**config.mk**
```make
export PLATFORM = sky130hd
export DESIGN_NAME = cascade_ack_seq
export DESIGN_NICKNAME = d
export VERILOG_FILES = /design/src/rtl/pic_pkg.sv /design/src/rtl/inta_edge_det.sv /design/src/rtl/cascade_ack_seq.sv
export SDC_FILE = /design/constraint.sdc
export NUM_CORES = 1
export LEC_CHECK = 0
export CAP_MARGIN = 20
export CORE_UTILIZATION = 43
export CTS_BUF_LIST = sky130_fd_sc_hd__clkbuf_8
export DETAILED_ROUTE_END_ITERATION = 8
export PLACE_DENSITY_LB_ADDON = 0.25
export REMOVE_ABC_BUFFERS = 1
export SYNTH_ARGS = -nofsm -noshare
export SYNTH_HDL_FRONTEND = slang
export SYNTH_SLANG_ARGS = --single-unit
```
**constraint.sdc**
```tcl
create_clock -name clk -period 1.22 [get_ports clk]
set_clock_uncertainty 0.05 [all_clocks]
set_input_delay 0.244 -clock clk [delete_from_list [all_inputs] [get_ports clk]]
set_output_delay 0.244 -clock clk [all_outputs]
set_load 0.005 [all_outputs]
```
**src/rtl/pic_pkg.sv**
```systemverilog
// Shared types and constants for the 8259A interrupt-acknowledge sequencer.
package pic_pkg;

  // Acknowledge sequencer states
  typedef enum logic [1:0] {
    IDLE  = 2'd0,
    PULSE = 2'd1,
    GAP   = 2'd2
  } ack_state_e;

  // Data-bus byte selects handed to the data buffer
  localparam logic [1:0] SEL_CALL = 2'd0;
  localparam logic [1:0] SEL_LO   = 2'd1;
  localparam logic [1:0] SEL_HI   = 2'd2;
  localparam logic [1:0] SEL_V86  = 2'd3;

  // Number of INTA pulses in each processor mode
  localparam logic [1:0] PULSES_8086 = 2'd2;
  localparam logic [1:0] PULSES_8080 = 2'd3;

  // CALL opcode driven by the data buffer on the first 8080 pulse
  localparam logic [7:0] CALL_OPCODE = 8'hCD;

  // Index of the final pulse of a sequence for the given processor mode
  function automatic logic [1:0] last_pulse(input logic upm_8086);
    return upm_8086 ? PULSES_8086 : PULSES_8080;
  endfunction

endpackage

```
**src/rtl/inta_edge_det.sv**
```systemverilog
// Registers the synchronised INTA strobe and flags its falling and rising edges.
module inta_edge_det (
  input  logic clk,
  input  logic rst,
  input  logic inta_n,
  output logic inta_fall,
  output logic inta_rise
);

  logic inta_q;
  logic inta_d;

  // Next value of the strobe history is simply the current strobe
  always_comb begin
    inta_d = inta_n;
  end

  // History starts high so a strobe held low through reset is seen as a new fall
  always_ff @(posedge clk) begin
    if (rst) begin
      inta_q <= 1'b1;
    end else begin
      inta_q <= inta_d;
    end
  end

  // Edges compare the live strobe against last cycle's value
  always_comb begin
    inta_fall = inta_q & ~inta_n;
    inta_rise = ~inta_q & inta_n;
  end

endmodule

```
**src/rtl/cascade_ack_seq.sv**
```systemverilog
// Sequences the 8259A INTA pulse train: latches the acknowledged level, sets/clears
// the ISR bit, drives the CAS bus as master, and gates vector bytes onto the data bus.
module cascade_ack_seq
  import pic_pkg::*;
(
  input  logic       clk,
  input  logic       rst,
  input  logic       inta_n,
  input  logic       master,
  input  logic       single,
  input  logic       upm_8086,
  input  logic       aeoi,
  input  logic [7:0] slave_map,
  input  logic [2:0] slave_id,
  input  logic       int_valid,
  input  logic [2:0] int_level,
  input  logic [2:0] cas_in,
  output logic [2:0] cas_out,
  output logic       cas_oe,
  output logic       freeze,
  output logic       isr_set,
  output logic       aeoi_clr,
  output logic [2:0] ack_level,
  output logic       data_oe,
  output logic [1:0] data_sel,
  output logic       spurious
);

  logic inta_fall;
  logic inta_rise;

  ack_state_e state_q, state_d;
  logic [1:0] pc_q, pc_d;
  logic [2:0] ack_level_q, ack_level_d;
  logic       spurious_q, spurious_d;
  logic       valid_q, valid_d;
  logic       upm_q, upm_d;
  logic       master_q, master_d;
  logic       single_q, single_d;
  logic       aeoi_q, aeoi_d;
  logic       sel_q, sel_d;
  logic       start_q, start_d;
  logic       p1_rise_q, p1_rise_d;
  logic       done_q, done_d;
  logic       fired_q, fired_d;
  logic       freeze_q, freeze_d;
  logic       isr_set_q, isr_set_d;
  logic       aeoi_clr_q, aeoi_clr_d;
  logic [2:0] cas_out_q, cas_out_d;
  logic       cas_oe_q, cas_oe_d;
  logic       data_oe_q, data_oe_d;
  logic [1:0] data_sel_q, data_sel_d;

  logic       hit;
  logic       prov;
  logic       master_or_single;
  logic       last_rise;
  logic       seq_start;

  inta_edge_det u_edge (
    .clk       (clk),
    .rst       (rst),
    .inta_n    (inta_n),
    .inta_fall (inta_fall),
    .inta_rise (inta_rise)
  );

  // Next-state logic for the pulse sequencer and every registered output
  always_comb begin
    state_d     = state_q;
    pc_d        = pc_q;
    ack_level_d = ack_level_q;
    spurious_d  = spurious_q;
    valid_d     = valid_q;
    upm_d       = upm_q;
    master_d    = master_q;
    single_d    = single_q;
    aeoi_d      = aeoi_q;
    sel_d       = sel_q;

    master_or_single = master_q | single_q;
    hit  = master_q & ~single_q & slave_map[ack_level_q];
    prov = single_q | (master_q & ~hit) | (~master_q & sel_q);

    seq_start = (state_q == IDLE) & inta_fall;
    last_rise = (state_q == PULSE) & inta_rise & (pc_q == last_pulse(upm_q));

    case (state_q)
      IDLE: begin
        if (inta_fall) begin
          state_d     = PULSE;
          pc_d        = 2'd1;
          upm_d       = upm_8086;
          master_d    = master;
          single_d    = single;
          aeoi_d      = aeoi;
          valid_d     = int_valid;
          ack_level_d = int_valid ? int_level : 3'd7;
          spurious_d  = ~int_valid;
          sel_d       = 1'b0;
        end
      end
      PULSE: begin
        if (inta_rise) begin
          if (pc_q == 2'd1) begin
            sel_d = (cas_in == slave_id);
          end
          if (last_rise) begin
            state_d = IDLE;
            pc_d    = 2'd0;
          end else begin
            state_d = GAP;
          end
        end
      end
      GAP: begin
        if (inta_fall) begin
          state_d = PULSE;
          pc_d    = pc_q + 2'd1;
        end
      end
      default: begin
        state_d = IDLE;
        pc_d    = 2'd0;
      end
    endcase

    start_d   = seq_start;
    p1_rise_d = (state_q == PULSE) & inta_rise & (pc_q == 2'd1);
    done_d    = last_rise;
    fired_d   = seq_start ? 1'b0 : (fired_q | isr_set_q);

    freeze_d  = (state_d != IDLE);

    isr_set_d = valid_q & ((start_q & master_or_single) |
                           (p1_rise_q & ~master_or_single & sel_q));

    aeoi_clr_d = done_q & aeoi_q & fired_q;

    cas_oe_d  = (state_q != IDLE) & ~last_rise & hit;
    cas_out_d = cas_oe_d ? ack_level_q : 3'd0;

    data_oe_d  = 1'b0;
    data_sel_d = SEL_CALL;
    if (state_q == PULSE) begin
      if (upm_q) begin
        if ((pc_q == 2'd2) && prov) begin
          data_oe_d  = 1'b1;
          data_sel_d = SEL_V86;
        end
      end else begin
        case (pc_q)
          2'd1: begin
            if (master_or_single) begin
              data_oe_d  = 1'b1;
              data_sel_d = SEL_CALL;
            end
          end
          2'd2: begin
            if (prov) begin
              data_oe_d  = 1'b1;
              data_sel_d = SEL_LO;
            end
          end
          2'd3: begin
            if (prov) begin
              data_oe_d  = 1'b1;
              data_sel_d = SEL_HI;
            end
          end
          default: begin
            data_oe_d  = 1'b0;
            data_sel_d = SEL_CALL;
          end
        endcase
      end
    end
  end

  // Sequencer state and outputs; reset aborts any sequence without an AEOI clear
  always_ff @(posedge clk) begin
    if (rst) begin
      state_q     <= IDLE;
      pc_q        <= 2'd0;
      ack_level_q <= 3'd0;
      spurious_q  <= 1'b0;
      valid_q     <= 1'b0;
      upm_q       <= 1'b0;
      master_q    <= 1'b0;
      single_q    <= 1'b0;
      aeoi_q      <= 1'b0;
      sel_q       <= 1'b0;
      start_q     <= 1'b0;
      p1_rise_q   <= 1'b0;
      done_q      <= 1'b0;
      fired_q     <= 1'b0;
      freeze_q    <= 1'b0;
      isr_set_q   <= 1'b0;
      aeoi_clr_q  <= 1'b0;
      cas_out_q   <= 3'd0;
      cas_oe_q    <= 1'b0;
      data_oe_q   <= 1'b0;
      data_sel_q  <= SEL_CALL;
    end else begin
      state_q     <= state_d;
      pc_q        <= pc_d;
      ack_level_q <= ack_level_d;
      spurious_q  <= spurious_d;
      valid_q     <= valid_d;
      upm_q       <= upm_d;
      master_q    <= master_d;
      single_q    <= single_d;
      aeoi_q      <= aeoi_d;
      sel_q       <= sel_d;
      start_q     <= start_d;
      p1_rise_q   <= p1_rise_d;
      done_q      <= done_d;
      fired_q     <= fired_d;
      freeze_q    <= freeze_d;
      isr_set_q   <= isr_set_d;
      aeoi_clr_q  <= aeoi_clr_d;
      cas_out_q   <= cas_out_d;
      cas_oe_q    <= cas_oe_d;
      data_oe_q   <= data_oe_d;
      data_sel_q  <= data_sel_d;
    end
  end

  // Outputs come straight from their flops
  always_comb begin
    cas_out   = cas_out_q;
    cas_oe    = cas_oe_q;
    freeze    = freeze_q;
    isr_set   = isr_set_q;
    aeoi_clr  = aeoi_clr_q;
    ack_level = ack_level_q;
    data_oe   = data_oe_q;
    data_sel  = data_sel_q;
    spurious  = spurious_q;
  end

endmodule
```
==> out/summary.txt, run 1 <==
Setup TNS Final -> -1470 ps
endpoint class of the critical path -> flop
Cell Area, Synth -> 1270 µm²
clk_lat worst skew -> 280 ps
post-synthesis compound-gate area fraction -> 0.125
Int Pwr -> 1930 µW
residual DRC count -> 0
aggregate global routing overflow -> 0
Bufs on Longest Clock Path -> 2
clock sinks -> 29
post-synthesis simple-gate area fraction -> 0.272
critical path data required time -> 1380 ps
fin nets -> 254
share of layout cells above drive strength 1 -> 0.412
clock network fraction of total power -> 0.401
failing checks -> negative setup slack
Mapped Avg Cell Area -> 8.85 µm²
warnings from Yosys -> 0
Seq/Total Area, Yosys -> 0.456
Synth area leaders -> dfxtp_1, a21oi_1, nand2_1, nor2_1, ha_1
sw frac -> 0.247
Post-synth top flop -> dfxtp_1
Area growth, synth to finish -> 79.5%
Synth Area in Adders -> 0.0393
synthesized flop and latch total -> 29
largest family of logic cells by synthesized area -> simple AND/OR/NAND/NOR gates
Initial Utilization -> 0.458
Synth cell types -> 35
crit path from -> state_q[0]
Vias/cell -> 5.34
WP data arrival -> 1540 ps
antenna violations before repair -> 0
root buf cell -> clkbuf_8
post-layout minimum cycle time -> 1380 ps
Core Region -> 2780 µm²
# H-tree levels -> 2
Worst Path Class, Setup -> reg2reg
max cap viols -> 0
Total Wirelength -> 3.85 mm
R2R Path End -> sel_q
Buffers on Ports -> 38
Routed WL per cell -> 15.0 µm
largest net degree at the start of global routing -> 11
net switching power -> 632 µW
peak supply drop -> 1.23 mV
die width -> 56.4 µm
DR iter-0 viols -> 45
sequential fraction of design power -> 0.399
status -> finished, violations left
Final Wtd Congestion -> 0.820
CTS tree -> built
fmax -> 725 MHz
n_diodes -> 0
Slew Limit Headroom -> 0.768
total track usage -> 0.230
Final HPWL DP -> 2.52 mm
Pleak -> 0.000959 µW
mux share of post-synthesis cell area -> 0.0481
first-pass GRT wire length -> 5.55 mm
CTS buffer count -> 5
RSZ-0062 raised after global routing -> true
clock slew at reported path FFs -> 60 ps
# setup viols final -> 19
# IOs -> 39
Rows -> 19
post-synthesis xor/xnor area fraction -> 0.0275
FF-to-FF setup slack -> -160 ps
Worst-Margin Slew -> 347 ps
number of enable flip-flop cells after synthesis -> 0
FF-to-FF Start -> state_q[0]
FF-to-FF path depth -> 5
area leader, netlist -> dfxtp_1
Post-synth top cells -> dfxtp_1, nand2_1, a21oi_1
top cell type's share of synthesized area -> 0.456
final hold violations -> 0
worst hold path class -> reg2reg
antenna-violating nets left -> 0
asr flop ratio synth -> 0
Max Fanout on Critical Path -> 5
Combinational Power Share -> 0.200
Final period util -> 1.13
top-count cell post-synth -> dfxtp_1
Power Dens Cells -> 1120 nW/µm²
die area -> 3180 µm²
Total Power -> 2560 µW
type of origin of the critical path -> flop
number of global-route vias before repair -> 1,288
drt first pass iters -> 4
Vias -> 1,373
crit path to -> sel_q
Syn Inst Count -> 144
fin worst setup slack -> -159 ps
Slew Limit Fails -> 0
DIE HEIGHT -> 56.4 µm
layout make-up:
type                    count  area [µm²]
clock buffers               6        82.6
clock inverters             2        33.8
fillers                   178         495
inverters                   5        18.8
multi-input cells         108         846
flip-flops and latches     29         606
well taps                  31        38.8
repair buffers             76         661
metal layers:
layer | GRT usage | vias to the layer above | part of all wire
met3 | 0.0806 | 6 | 0.050
met5 | 0 | - | 0
li1 | - | 664 | -
met2 | 0.444 | 42 | 0.55
met4 | 0.0871 | 0 | 0.012
met1 | 0.217 | 661 | 0.38
worst min-delay path by stage:
| stage | to | cells after the start | slack [ps] | startpoint |
|---|---|---|---|---|
| after global routing | spurious | 2 | 430 | spurious |
| after detailed placement | isr_set | 2 | 380 | valid_q |
| after global placement | isr_set | 2 | 380 | valid_q |
| after floorplan | state_q[1] | 1 | 260 | rst |
| final | isr_set | 2 | 390 | valid_q |
| after CTS | u_edge.inta_q | 3 | 390 | inta_n |
logic make-up after synthesis:
kind of cell,count (synthesis)
xor+xnor,4
fa+ha+maj,4
simple gates,66
compound gates,26
mux,6
flops,29
buf+inv,9
placed cells by master, fill, tap and decap left out, types with 2 or more instances in the layout:
cell type	n
inv_1	6
nand3_1	4
dlygate4sd2_1	13
and2_4	2
nor2b_1	2
dfxtp_1	21
and4_1	2
dfxtp_2	2
ha_2	2
nand2b_1	3
dfxtp_4	6
clkdlybuf4s15_1	2
nor3_2	3
nand2_1	12
nor3_1	3
a21oi_2	10
xnor2_1	3
ha_1	2
nor3b_2	3
nor2_1	12
clkdlybuf4s50_1	23
buf_6	3
mux2i_1	5
o21ai_0	2
and3_1	2
nand2_2	4
nor4b_2	3
buf_4	35
a21oi_1	6
nand3_2	2
clkbuf_8	6
nand4_1	2
stage by stage:
step	instances	instance area, µm²	hold WS (ps)	util	worst slack [ps]
final	257	2290	393	0.822	-159
after detailed placement	241	1920	383	0.691	-505
after global routing	257	2290	428	0.822	-218
after CTS	251	2120	392	0.764	-99.1
after global placement	241	1920	382	0.691	-485
after floorplan	140	1250	260	-	-68.8
power by group through the flow:
stage	combinational, µW	clock [µW]	sequential, µW
after floorplan	148	0	1040
after global placement	398	0	1040
after detailed placement	408	0	1040
after CTS	438	1040	1020
after global routing	549	1080	1030
final	513	1030	1020
critical path, stage by stage, from the launching register on:
cell and delay, ps:
dfxtp_2 360, nor3b_4 360, buf_6 170, a31oi_1 50, nor2_1 140, mux2i_1 180
registers in the layout, summed over array words and instances, names as in the netlist, 2 cells and up:
register	count
data_sel	2
cas_out	3
pc_q	2
state_q	2
ack_level	3
what timing repair did:
item	4_1_cts	5_1_grt
endpoints found under the setup margin	36	23
gates resized for setup	42	35
gates cloned	0	2
pin swaps	13	15
buffers inserted	2	5
hold buffers	0	0
(Power assumes the default switching activity.)
==> run 2: changes to the inputs <==
--- a/config.mk
+++ b/config.mk
@@ -11,6 +11,7 @@
 export DETAILED_ROUTE_END_ITERATION = 8
 export PLACE_DENSITY_LB_ADDON = 0.25
 export REMOVE_ABC_BUFFERS = 1
+export SLEW_MARGIN = 10
 export SYNTH_ARGS = -nofsm -noshare
 export SYNTH_HDL_FRONTEND = slang
 export SYNTH_SLANG_ARGS = --single-unit
==> results of run 2 <==
Final layout, timing and power as in run 1 (identical DEF).
==> run 3: changes to the inputs <==
--- a/config.mk
+++ b/config.mk
@@ -6,7 +6,7 @@
 export NUM_CORES = 1
 export LEC_CHECK = 0
 export CAP_MARGIN = 20
-export CORE_UTILIZATION = 43
+export CORE_UTILIZATION = 48
 export CTS_BUF_LIST = sky130_fd_sc_hd__clkbuf_8
 export DETAILED_ROUTE_END_ITERATION = 8
 export PLACE_DENSITY_LB_ADDON = 0.25
==> constraint.sdc (replaced) <==
create_clock -name clk -period 1.5 [get_ports clk]
set_clock_uncertainty 0.05 [all_clocks]
set_input_delay 0.3 -clock clk [delete_from_list [all_inputs] [get_ports clk]]
set_output_delay 0.3 -clock clk [all_outputs]
set_load 0.005 [all_outputs]
==> out/summary.txt, run 3 (same netlist as run 1, synthesis figures left out) <==
DR iter-0 viols -> 14 (-69%)
most frequent cells in the layout -> clkdlybuf4s50_1, dfxtp_1, nand2_1
Final Instance Area -> 1990 µm² (-13%)
share of layout cells above drive strength 1 -> 0.214 (-0.198)
final hold violations -> 0 (unchanged)
Rows -> 18 (-1)
residual DRC count -> 0 (unchanged)
Bufs on Longest Clock Path -> 2 (unchanged)
# IOs -> 39 (unchanged)
Final HPWL DP -> 2.17 mm (-14%)
Routed WL per cell -> 13.9 µm (-7.3%)
Core Region -> 2500 µm² (-10%)
endpoint class of the critical path -> output pin
max cap viols -> 0 (unchanged)
antenna violations before repair -> 0 (unchanged)
CTS tree -> built
root buf cell -> clkbuf_8
first-pass GRT wire length -> 4.67 mm (-16%)
CTS buffer count -> 5 (unchanged)
Final Wtd Congestion -> 0.765 (-6.7%)
placed cell area -> 1760 µm² (-8.3%)
antenna-violating nets left -> 0 (unchanged)
post-layout minimum cycle time -> 1450 ps
Max Fanout on Critical Path -> 2 (-3)
aggregate global routing overflow -> 0 (unchanged)
Power Dens Cells -> 984 nW/µm² (-12%)
placed insts -> 219 (-9.1%)
Slew Limit Fails -> 0 (unchanged)
DIE HEIGHT -> 53.5 µm (-5.2%)
Buffers on Ports -> 38 (unchanged)
largest net degree at the start of global routing -> 16 (+5)
clk_lat worst skew -> 280 ps (about the same)
most common cell after layout, fill and taps aside -> clkdlybuf4s50_1
met2 wire length -> 1.64 mm (-23%)
highest routed metal layer -> met4
Initial Utilization -> 0.510 (+0.0516)
peak supply drop -> 0.803 mV (-35%)
WP data arrival -> 1100 ps (-440 ps)
Vias/cell -> 5.39 (+0.80%)
Total Wirelength -> 3.20 mm (-17%)
die area -> 2860 µm² (-10%)
Area growth, synth to finish -> 56.3%
critical path's slowest cell -> clkdlybuf4s50_1
fin nets -> 229 (-9.8%)
# setup viols final -> 0 (-19)
# H-tree levels -> 2 (unchanged)
Routed met1 length -> 1.35 mm (-8.5%)
DR WL met3 -> 187 µm (-3.1%)
clock slew at reported path FFs -> 60 ps (about the same)
worst path bufs/invs -> 1 (unchanged)
Vias -> 1,244 (-9.4%)
total track usage -> 0.234 (+0.00405)
number of global-route vias before repair -> 1,055 (-18%)
Slew Limit Headroom -> 0.826 (+0.0578)
clock sinks -> 29 (unchanged)
Worst-Margin Slew -> 260 ps (-86.7 ps)
status -> complete, no violations
FILL cells -> 174 (-2.2%)
fin cells -> 231 (-10%)
worst hold path class -> reg2reg
type of origin of the critical path -> flop
Pleak -> 0.000810 µW (-16%)
Final period util -> 0.967
n_diodes -> 0 (unchanged)
fmax -> 689 MHz
critical path's largest stage delay -> 500 ps (+140 ps)
CP top delay family -> buffers and inverters
Cell Chain, Critical Path -> clkdlybuf4s50_1
drt first pass iters -> 4 (unchanged)
die width -> 53.5 µm (-5.2%)
critical path data required time -> 1150 ps (-230 ps)
Worst Path Class, Setup -> reg2out
==> run 3: area by class of cell <==
| cell class | instances | area, µm² | area share |
|---|---|---|---|
| clock buffers | 6 | 82.6 | 0.0415 |
| repair buffers | 53 | 510 | 0.256 |
| clock inverters | 2 | 33.8 | 0.0170 |
| flip-flops and latches | 29 | 594 | 0.299 |
| well taps | 30 | 37.5 | 0.0189 |
| multi-input cells | 106 | 713 | 0.358 |
| inverters | 5 | 18.8 | 0.00943 |
==> run 3: final timing paths <==
path / endpoint / slack [ps] / start / depth (start not counted)
setup reg to reg: sel_q / 50 / u_edge.inta_q / 5
hold reg to reg: isr_set / 400 / valid_q / 2
setup / recovery: spurious / 50 / spurious / 1
hold / removal: isr_set / 400 / valid_q / 2
==> run 3: what timing repair did <==
action	CTS	global route
cloned	0	0
setup endpoints to repair	7	10
buffers inserted	3	1
gates resized for setup	10	15
pin swaps	0	2
hold buffers	0	0
==> run 3: where the power goes <==
group	internal (µW)	leakage, µW	switching [µW]	total (µW)
Sequential	801	0.000239	33.7	835
Clock	534	0.0000626	283	817
Combinational	174	0.000508	134	307
Total	1510	0.000810	451	1960
==> run 3: worst reg2reg max path: stages (launching register included) <==
cell     delay (ps)
dfxtp_1         390
nor3b_2         280
buf_4           180
a31oi_1          40
nor2_1          180
mux2i_1         240
==> run 3: through the flow <==
step                      setup WS [ps]  hold slack (ps)  utilization  setup TNS, ps  power, µW
after floorplan                     211              316            -              0        966
after global placement             -230              392        0.706          -2710       1120
after detailed placement           -314              390        0.706          -3990       1120
after CTS                          11.7              403        0.767              0       1950
after global routing              -23.0              428        0.796          -40.3       2040
final                              49.2              400        0.796              0       1960
==> run 3: routing by layer <==
metal	vias up	global-route usage
met5	-	0
met4	0	0.0789
met3	2	0.0891
met2	39	0.385
met1	583	0.276
li1	620	-
